==> src/rtl/rank_drain_pkg.sv <==
// Shared widths, FSM state encoding and buffered entry layout for the rank pipe drain.
package rank_drain_pkg;

   localparam int DEF_RANK_WIDTH = 16;
   localparam int DEF_META_WIDTH = 16;

   localparam logic [1:0] ST_IDLE  = 2'd0;
   localparam logic [1:0] ST_RUN   = 2'd1;
   localparam logic [1:0] ST_DRAIN = 2'd2;

   typedef struct packed {
      logic [DEF_RANK_WIDTH-1:0] rank;
      logic [DEF_META_WIDTH-1:0] meta;
   } entry_t;

endpackage

==> src/rtl/rank_drain_skid.sv <==
// Two-entry FIFO between rank pipe and PIFO; head registered, zero when empty.
// Push and pop may coincide at any fill level, including full, without reordering.
module rank_drain_skid #(
   parameter int DW = 32
)(
   input  logic          clk,
   input  logic          rstn,
   input  logic          push_i,
   input  logic [DW-1:0] push_dat_i,
   input  logic          pop_i,
   output logic [1:0]    count_o,
   output logic [DW-1:0] head_o
);

   logic [DW-1:0] ent0_q, ent0_d;
   logic [DW-1:0] ent1_q, ent1_d;
   logic [1:0]    count_q, count_d;

   always_comb begin
      ent0_d  = ent0_q;
      ent1_d  = ent1_q;
      count_d = count_q;
      case ({push_i, pop_i})
         2'b10: begin
            if (count_q == 2'd0) begin
               ent0_d  = push_dat_i;
               count_d = 2'd1;
            end else if (count_q == 2'd1) begin
               ent1_d  = push_dat_i;
               count_d = 2'd2;
            end
         end
         2'b01: begin
            ent0_d  = ent1_q;
            count_d = count_q - 2'd1;
         end
         2'b11: begin
            // Entry at the head leaves this edge; incoming word goes behind what remains.
            if (count_q == 2'd1) begin
               ent0_d = push_dat_i;
            end else begin
               ent0_d = ent1_q;
               ent1_d = push_dat_i;
            end
         end
         default: ;
      endcase
   end

   always_ff @(posedge clk or negedge rstn) begin
      if (!rstn) begin
         ent0_q  <= '0;
         ent1_q  <= '0;
         count_q <= 2'd0;
      end else begin
         ent0_q  <= ent0_d;
         ent1_q  <= ent1_d;
         count_q <= count_d;
      end
   end

   assign count_o = count_q;
   assign head_o  = (count_q != 2'd0) ? ent0_q : '0;

endmodule

==> src/rtl/rank_drain.sv <==
// Drains (rank, meta) words from the rank pipe into the PIFO through a 2-entry skid buffer.
// One cycle pop-to-insert latency, 1 word/cycle sustained; pops stop when full and PIFO busy.
module rank_drain
   import rank_drain_pkg::*;
#(
   parameter int                    RANK_WIDTH = DEF_RANK_WIDTH,
   parameter int                    META_WIDTH = DEF_META_WIDTH,
   parameter logic [RANK_WIDTH-1:0] RANK_MAX   = {{(RANK_WIDTH-1){1'b1}}, 1'b0},
   parameter int                    CNT_WIDTH  = 32
)(
   input  logic                  clk,
   input  logic                  rstn,
   input  logic                  enable,
   input  logic                  rp_valid_out,
   input  logic [RANK_WIDTH-1:0] rp_rank_out,
   input  logic [META_WIDTH-1:0] rp_meta_out,
   output logic                  rp_remove,
   input  logic                  pifo_busy,
   output logic                  pifo_insert,
   output logic [RANK_WIDTH-1:0] pifo_rank,
   output logic [META_WIDTH-1:0] pifo_meta,
   output logic                  idle,
   output logic                  clamp_seen,
   output logic [CNT_WIDTH-1:0]  insert_count,
   output logic [CNT_WIDTH-1:0]  stall_count
);

   localparam int DW = RANK_WIDTH + META_WIDTH;

   logic [1:0]            state_q, state_d;
   logic [1:0]            count;
   logic [DW-1:0]         head;
   logic                  rank_over;
   logic [RANK_WIDTH-1:0] rank_clamped;
   logic                  clamp_q;
   logic [CNT_WIDTH-1:0]  ins_cnt_q;
   logic [CNT_WIDTH-1:0]  stall_cnt_q;

   assign rank_over    = rp_rank_out > RANK_MAX;
   assign rank_clamped = rank_over ? RANK_MAX : rp_rank_out;

   assign pifo_insert = (count != 2'd0) & ~pifo_busy;
   // A full buffer still accepts a word when its head leaves on the same edge.
   assign rp_remove   = (state_q == ST_RUN) & rp_valid_out &
                        ((count != 2'd2) | pifo_insert);

   rank_drain_skid #(.DW(DW)) u_skid (
      .clk        (clk),
      .rstn       (rstn),
      .push_i     (rp_remove),
      .push_dat_i ({rank_clamped, rp_meta_out}),
      .pop_i      (pifo_insert),
      .count_o    (count),
      .head_o     (head)
   );

   assign {pifo_rank, pifo_meta} = head;

   always_comb begin
      state_d = state_q;
      case (state_q)
         ST_IDLE:  if (enable) state_d = ST_RUN;
         ST_RUN:   if (!enable) state_d = ST_DRAIN;
         ST_DRAIN: begin
            if (enable)              state_d = ST_RUN;
            else if (count == 2'd0)  state_d = ST_IDLE;
         end
         default:  state_d = ST_IDLE;
      endcase
   end

   always_ff @(posedge clk or negedge rstn) begin
      if (!rstn) begin
         state_q     <= ST_IDLE;
         clamp_q     <= 1'b0;
         ins_cnt_q   <= '0;
         stall_cnt_q <= '0;
      end else begin
         state_q <= state_d;
         if (rp_remove && rank_over) clamp_q <= 1'b1;
         if (pifo_insert) ins_cnt_q <= ins_cnt_q + 1'b1;
         if ((count != 2'd0) && pifo_busy && !(&stall_cnt_q))
            stall_cnt_q <= stall_cnt_q + 1'b1;
      end
   end

   assign idle         = (state_q == ST_IDLE) & (count == 2'd0);
   assign clamp_seen   = clamp_q;
   assign insert_count = ins_cnt_q;
   assign stall_count  = stall_cnt_q;

endmodule

==> config.mk <==
export PLATFORM = sky130hd
export DESIGN_NAME = rank_drain
export DESIGN_NICKNAME = d
export VERILOG_FILES = /design/src/rtl/rank_drain_pkg.sv /design/src/rtl/rank_drain_skid.sv /design/src/rtl/rank_drain.sv
export SDC_FILE = /design/constraint.sdc
export NUM_CORES = 1
export LEC_CHECK = 0
export ABC_AREA = 1
export CORE_ASPECT_RATIO = 1.4
export CORE_MARGIN = 2
export CORE_UTILIZATION = 39
export DETAILED_ROUTE_END_ITERATION = 8
export PLACE_DENSITY = 0.66
export REMOVE_ABC_BUFFERS = 1
export SLEW_MARGIN = 20
export SYNTH_ARGS = -nofsm -noshare
export SYNTH_HDL_FRONTEND = slang
export SYNTH_SLANG_ARGS = --single-unit
==> constraint.sdc <==
create_clock -name clk -period 1.8 [get_ports clk]
set_clock_uncertainty 0.05 [all_clocks]
set_input_delay 0.45 -clock clk [delete_from_list [all_inputs] [get_ports clk]]
set_output_delay 0.45 -clock clk [all_outputs]
set_load 0.02 [all_outputs]
==> results.md <==
* Status: finished with violations
* Violated checks: negative setup slack
* Worst-Skew Late Latency at 0.42 ns
* Final instance area at 0.0134 mm^2
* Seq cells post-synth at 133
* DRC violations left at 0
* Critical Path End Type: primary output
* Power per cell area at 1360 mW/mm^2
* Type of the most critical hold path: reg2reg
* RSZ-0062 raised after global routing: true
* Starting density of the core at 39.6%
* Synth Area in Adders at 0.751%
* Die ar. at 0.0226 mm^2
* CP arrival at 1.62 ns
* Chip height at 177 um
* Register area at 0.00334 mm^2
* Vias post-DR at 9109
* Initial antenna violation count at 0
* Mean post-synth cell area at 6.80 um^2
* Port Buffers at 136
* Fin crit share at 118%
* DRT antenna net count at 0
* Core area at 0.0210 mm^2
* Row Count at 63
* Netlist cell types at 39
* Ports at 137
* Clock-pin transition on the worst setup and hold timing paths at 0.06 ns
* P_leak at 6.40 nW
* First-pass GRT wire length at 43600 um
* Share of the yosys chip area belonging to registers at 39.9%
* Clock power frac at 17.7%
* Synth Cell Area at 0.00833 mm^2
* Final setup fails at 110
* Drt initial violations at 597
* Drt total wl at 28500 um
* Internal cell power at 0.0104 W
* Synth Area in Compound Gates at 12.5%
* Pre-CTS setup slack at -0.591 ns
* Hold path depth at 2
* Post-DP HPWL at 16400 um
* Highest ir drop seen on vdd at 0.944 mV
* Largest net degree at the start of global routing at 43
* XOR/XNOR Fraction of Synth Area at 2.84%
* Cts bufs inserted at 17
* Sequential Power Share at 24.8%
* Final min period at 2.12 ns
* R2R cell count at 14
* Comb pwr share at 57.4%
* Net Sw Frac at 43.3%
* GRT Overall Usage at 24.3%
* Crit Path Class: reg2out
* Area of the multi-input gates at 0.00550 mm^2
* Root Buffer: clkbuf_16
* Main combinational cell family by area after synthesis: simple AND/OR/NAND/NOR gates
* Syn Inst Count at 1225
* Routed length per instance at 16.4 um
* Final Worst Setup Slack at -0.318 ns
* Filler cell count in the final layout at 1722
* Share of layout cells above drive strength 1 at 30.5%
* Vias in the first global route at 8661
* Final setup TNS at -22.00 ns
* CP Max Fanout at 5
* Diodes inserted at 0
* CTS H-tree depth at 4
* Sinks on Clock Net at 133
* Final Hold Viols at 0
* Placed inst area at 0.0105 mm^2
* Drt pass-1 iters at 5
* Layout Nets at 1510
* Max-cap viol count at 0
* Syn-to-layout area delta at 60.8%
* Mux share of post-synthesis cell area at 0%
* Routability cong. at 0.904
* Vias/cell at 5.24
* Die width at 128 um
* Simple-gate share of the synthesized area at 34.5%
* CTS tree: yes
* Relative slew margins at 61.3%
* CP Launch Type: flop
* Required @ worst endpoint at 1.30 ns
* CTS Buffer Depth at 2
* YS warnings at 0
* Slew Limit Fails at 0
* Maximum clock rate at 0.472 GHz
* Grt total ovfl at 0
* NetSw at 0.00790 W
* Worst-Margin Slew at 0.574 ns
path summary, 6_finish.rpt:
kind / from / endpoint / slack (ns)
hold / removal: u_skid.ent1_q[8] / u_skid.ent1_q[8] / 0.43
hold reg to reg: u_skid.ent1_q[8] / u_skid.ent1_q[8] / 0.43
max in group asynchronous: rstn / u_skid.ent0_q[10] / 0.62
min in group asynchronous: rstn / u_skid.ent0_q[27] / 0.45
setup / recovery: u_skid.count_o[0] / pifo_rank[2] / -0.32
setup reg to reg: u_skid.count_o[0] / u_skid.ent0_q[12] / -0.27
cell families (layout without fill, tap and decap cells):
| family | Yosys count | in the layout |
|---|---|---|
| AOI/OAI and AO/OA | 180 | 180 |
| xor gates and xnor gates | 27 | 27 |
| and+or+nand+nor | 698 | 698 |
| adders and majority gates | 5 | 5 |
| DFF | 133 | 133 |
| buffers and inverters | 182 | 436 |
per-stage QoR:
step	hold WS [ns]	cells	total power, W	util [%]
3_5_place_dp	0.323	1655	0.0110	50.0
5_1_grt	0.468	1739	0.0192	63.7
6_report	0.432	1739	0.0182	63.7
4_1_cts	0.435	1740	0.0169	60.0
3_3_place_gp	0.322	1655	0.0109	50.0
2_1_floorplan	0.104	1177	0.00801	-
cells in the mapped netlist:
| library cell | instances | area, um^2 |
|---|---|---|
| inv_4 | 1 | 6.26 |
| nor3_1 | 3 | 15.0 |
| dfrtp_1 | 133 | 3330 |
| a21boi_0 | 1 | 7.51 |
| nand2_2 | 4 | 25.0 |
| o21ai_1 | 28 | 140 |
| xnor2_1 | 12 | 105 |
| a22oi_1 | 1 | 7.51 |
| nand2_4 | 2 | 22.5 |
| nor2_1 | 140 | 526 |
| nor2_2 | 5 | 31.3 |
| a21oi_1 | 3 | 15.0 |
| o221ai_1 | 30 | 263 |
| nor2_4 | 3 | 33.8 |
| or2_2 | 2 | 12.5 |
| a31o_2 | 1 | 8.76 |
| a31oi_1 | 1 | 6.26 |
| nand3_1 | 22 | 110 |
| buf_4 | 4 | 30.0 |
| a211oi_1 | 1 | 7.51 |
| o31ai_1 | 1 | 7.51 |
| ha_1 | 5 | 62.6 |
| nand2_1 | 483 | 1810 |
| buf_2 | 22 | 110 |
| buf_6 | 8 | 90.1 |
| nand4_2 | 1 | 12.5 |
| inv_2 | 5 | 18.8 |
| inv_1 | 128 | 480 |
| nand3b_1 | 25 | 188 |
| nor2_8 | 1 | 20.0 |
| o211ai_1 | 1 | 7.51 |
| clkbuf_1 | 14 | 52.6 |
| nand3_2 | 2 | 20.0 |
| nand4_1 | 2 | 12.5 |
| a21oi_4 | 1 | 16.3 |
| xor2_1 | 15 | 131 |
| nand3_4 | 1 | 17.5 |
| nor3b_1 | 2 | 15.0 |
| o21ai_0 | 111 | 556 |
power groups by stage:
stage | clock, W | combinational (W) | sequential, W
after floorplan | 0 | 0.00348 | 0.00453
after global placement | 0 | 0.00647 | 0.00442
after detailed placement | 0 | 0.00657 | 0.00444
after CTS | 0.00330 | 0.00910 | 0.00446
after global routing | 0.00341 | 0.0112 | 0.00461
final | 0.00324 | 0.0105 | 0.00453
layout make-up:
| type | instances | area share, % |
|---|---|---|
| multi-input cells | 910 | 41.1 |
| well taps | 260 | 2.43 |
| clock inverters | 10 | 0.635 |
| repair buffers | 272 | 23.6 |
| flip-flops and latches | 133 | 24.9 |
| inverters | 134 | 4.01 |
| clock buffers | 20 | 3.33 |
worst max-delay path, cell delays in order (launching register included):
cell and delay [ns]:
dfrtp_1 0.40, inv_2 0.09, ha_4 0.22, buf_12 0.17, buf_16 0.16, nor2_4 0.04, buf_6 0.12
per-layer routing:
| metal | up-vias | wire length, um | track usage, % |
|---|---|---|---|
| met2 | 288 | 15100 | 43.9 |
| met4 | 0 | 993 | 10.8 |
| li1 | 4364 | - | - |
| met1 | 4371 | 11200 | 28.4 |
| met3 | 86 | 1200 | 3.60 |
| met5 | - | 0 | 0 |
state kept, by name, summed over array words and instances, names as in the netlist:
name and count:
insert_count 32, stall_count 32, u_skid.ent0_q 32, u_skid.ent1_q 32, state_q 2, u_skid.count_o 2, clamp_seen 1
placed cells by master (no fill, tap or decap), types with 3 or more instances in the layout:
cell,n
nand2_1,401
dfrtp_1,126
inv_1,125
nor2_1,102
buf_4,64
dlygate4sd2_1,60
o21ai_1,57
buf_6,56
nand2_4,48
o21ai_2,42
nand2_2,37
nor2_4,35
clkdlybuf4s50_1,35
o21ai_0,34
o221ai_2,29
nand3b_1,25
buf_12,25
clkbuf_16,19
nand3_1,18
buf_16,17
xor2_1,15
nor2_2,11
xnor2_1,9
buf_8,7
dfrtp_2,7
o21ai_4,6
inv_2,5
clkinv_2,5
nand3_4,4
clkinvlp_4,4
clkdlybuf4s15_1,4
nand2_8,3
nand3_2,3
xnor2_2,3
ha_4,3
what timing repair did:
action	CTS	global route
pin swaps	49	73
setup buffers	33	9
cloned	23	2
setup endpoints to repair	185	139
hold buffers	1	0
hold endpoints to repair	29	0
resized for setup	505	261
Note: power is estimated with default switching activity, not from simulation.
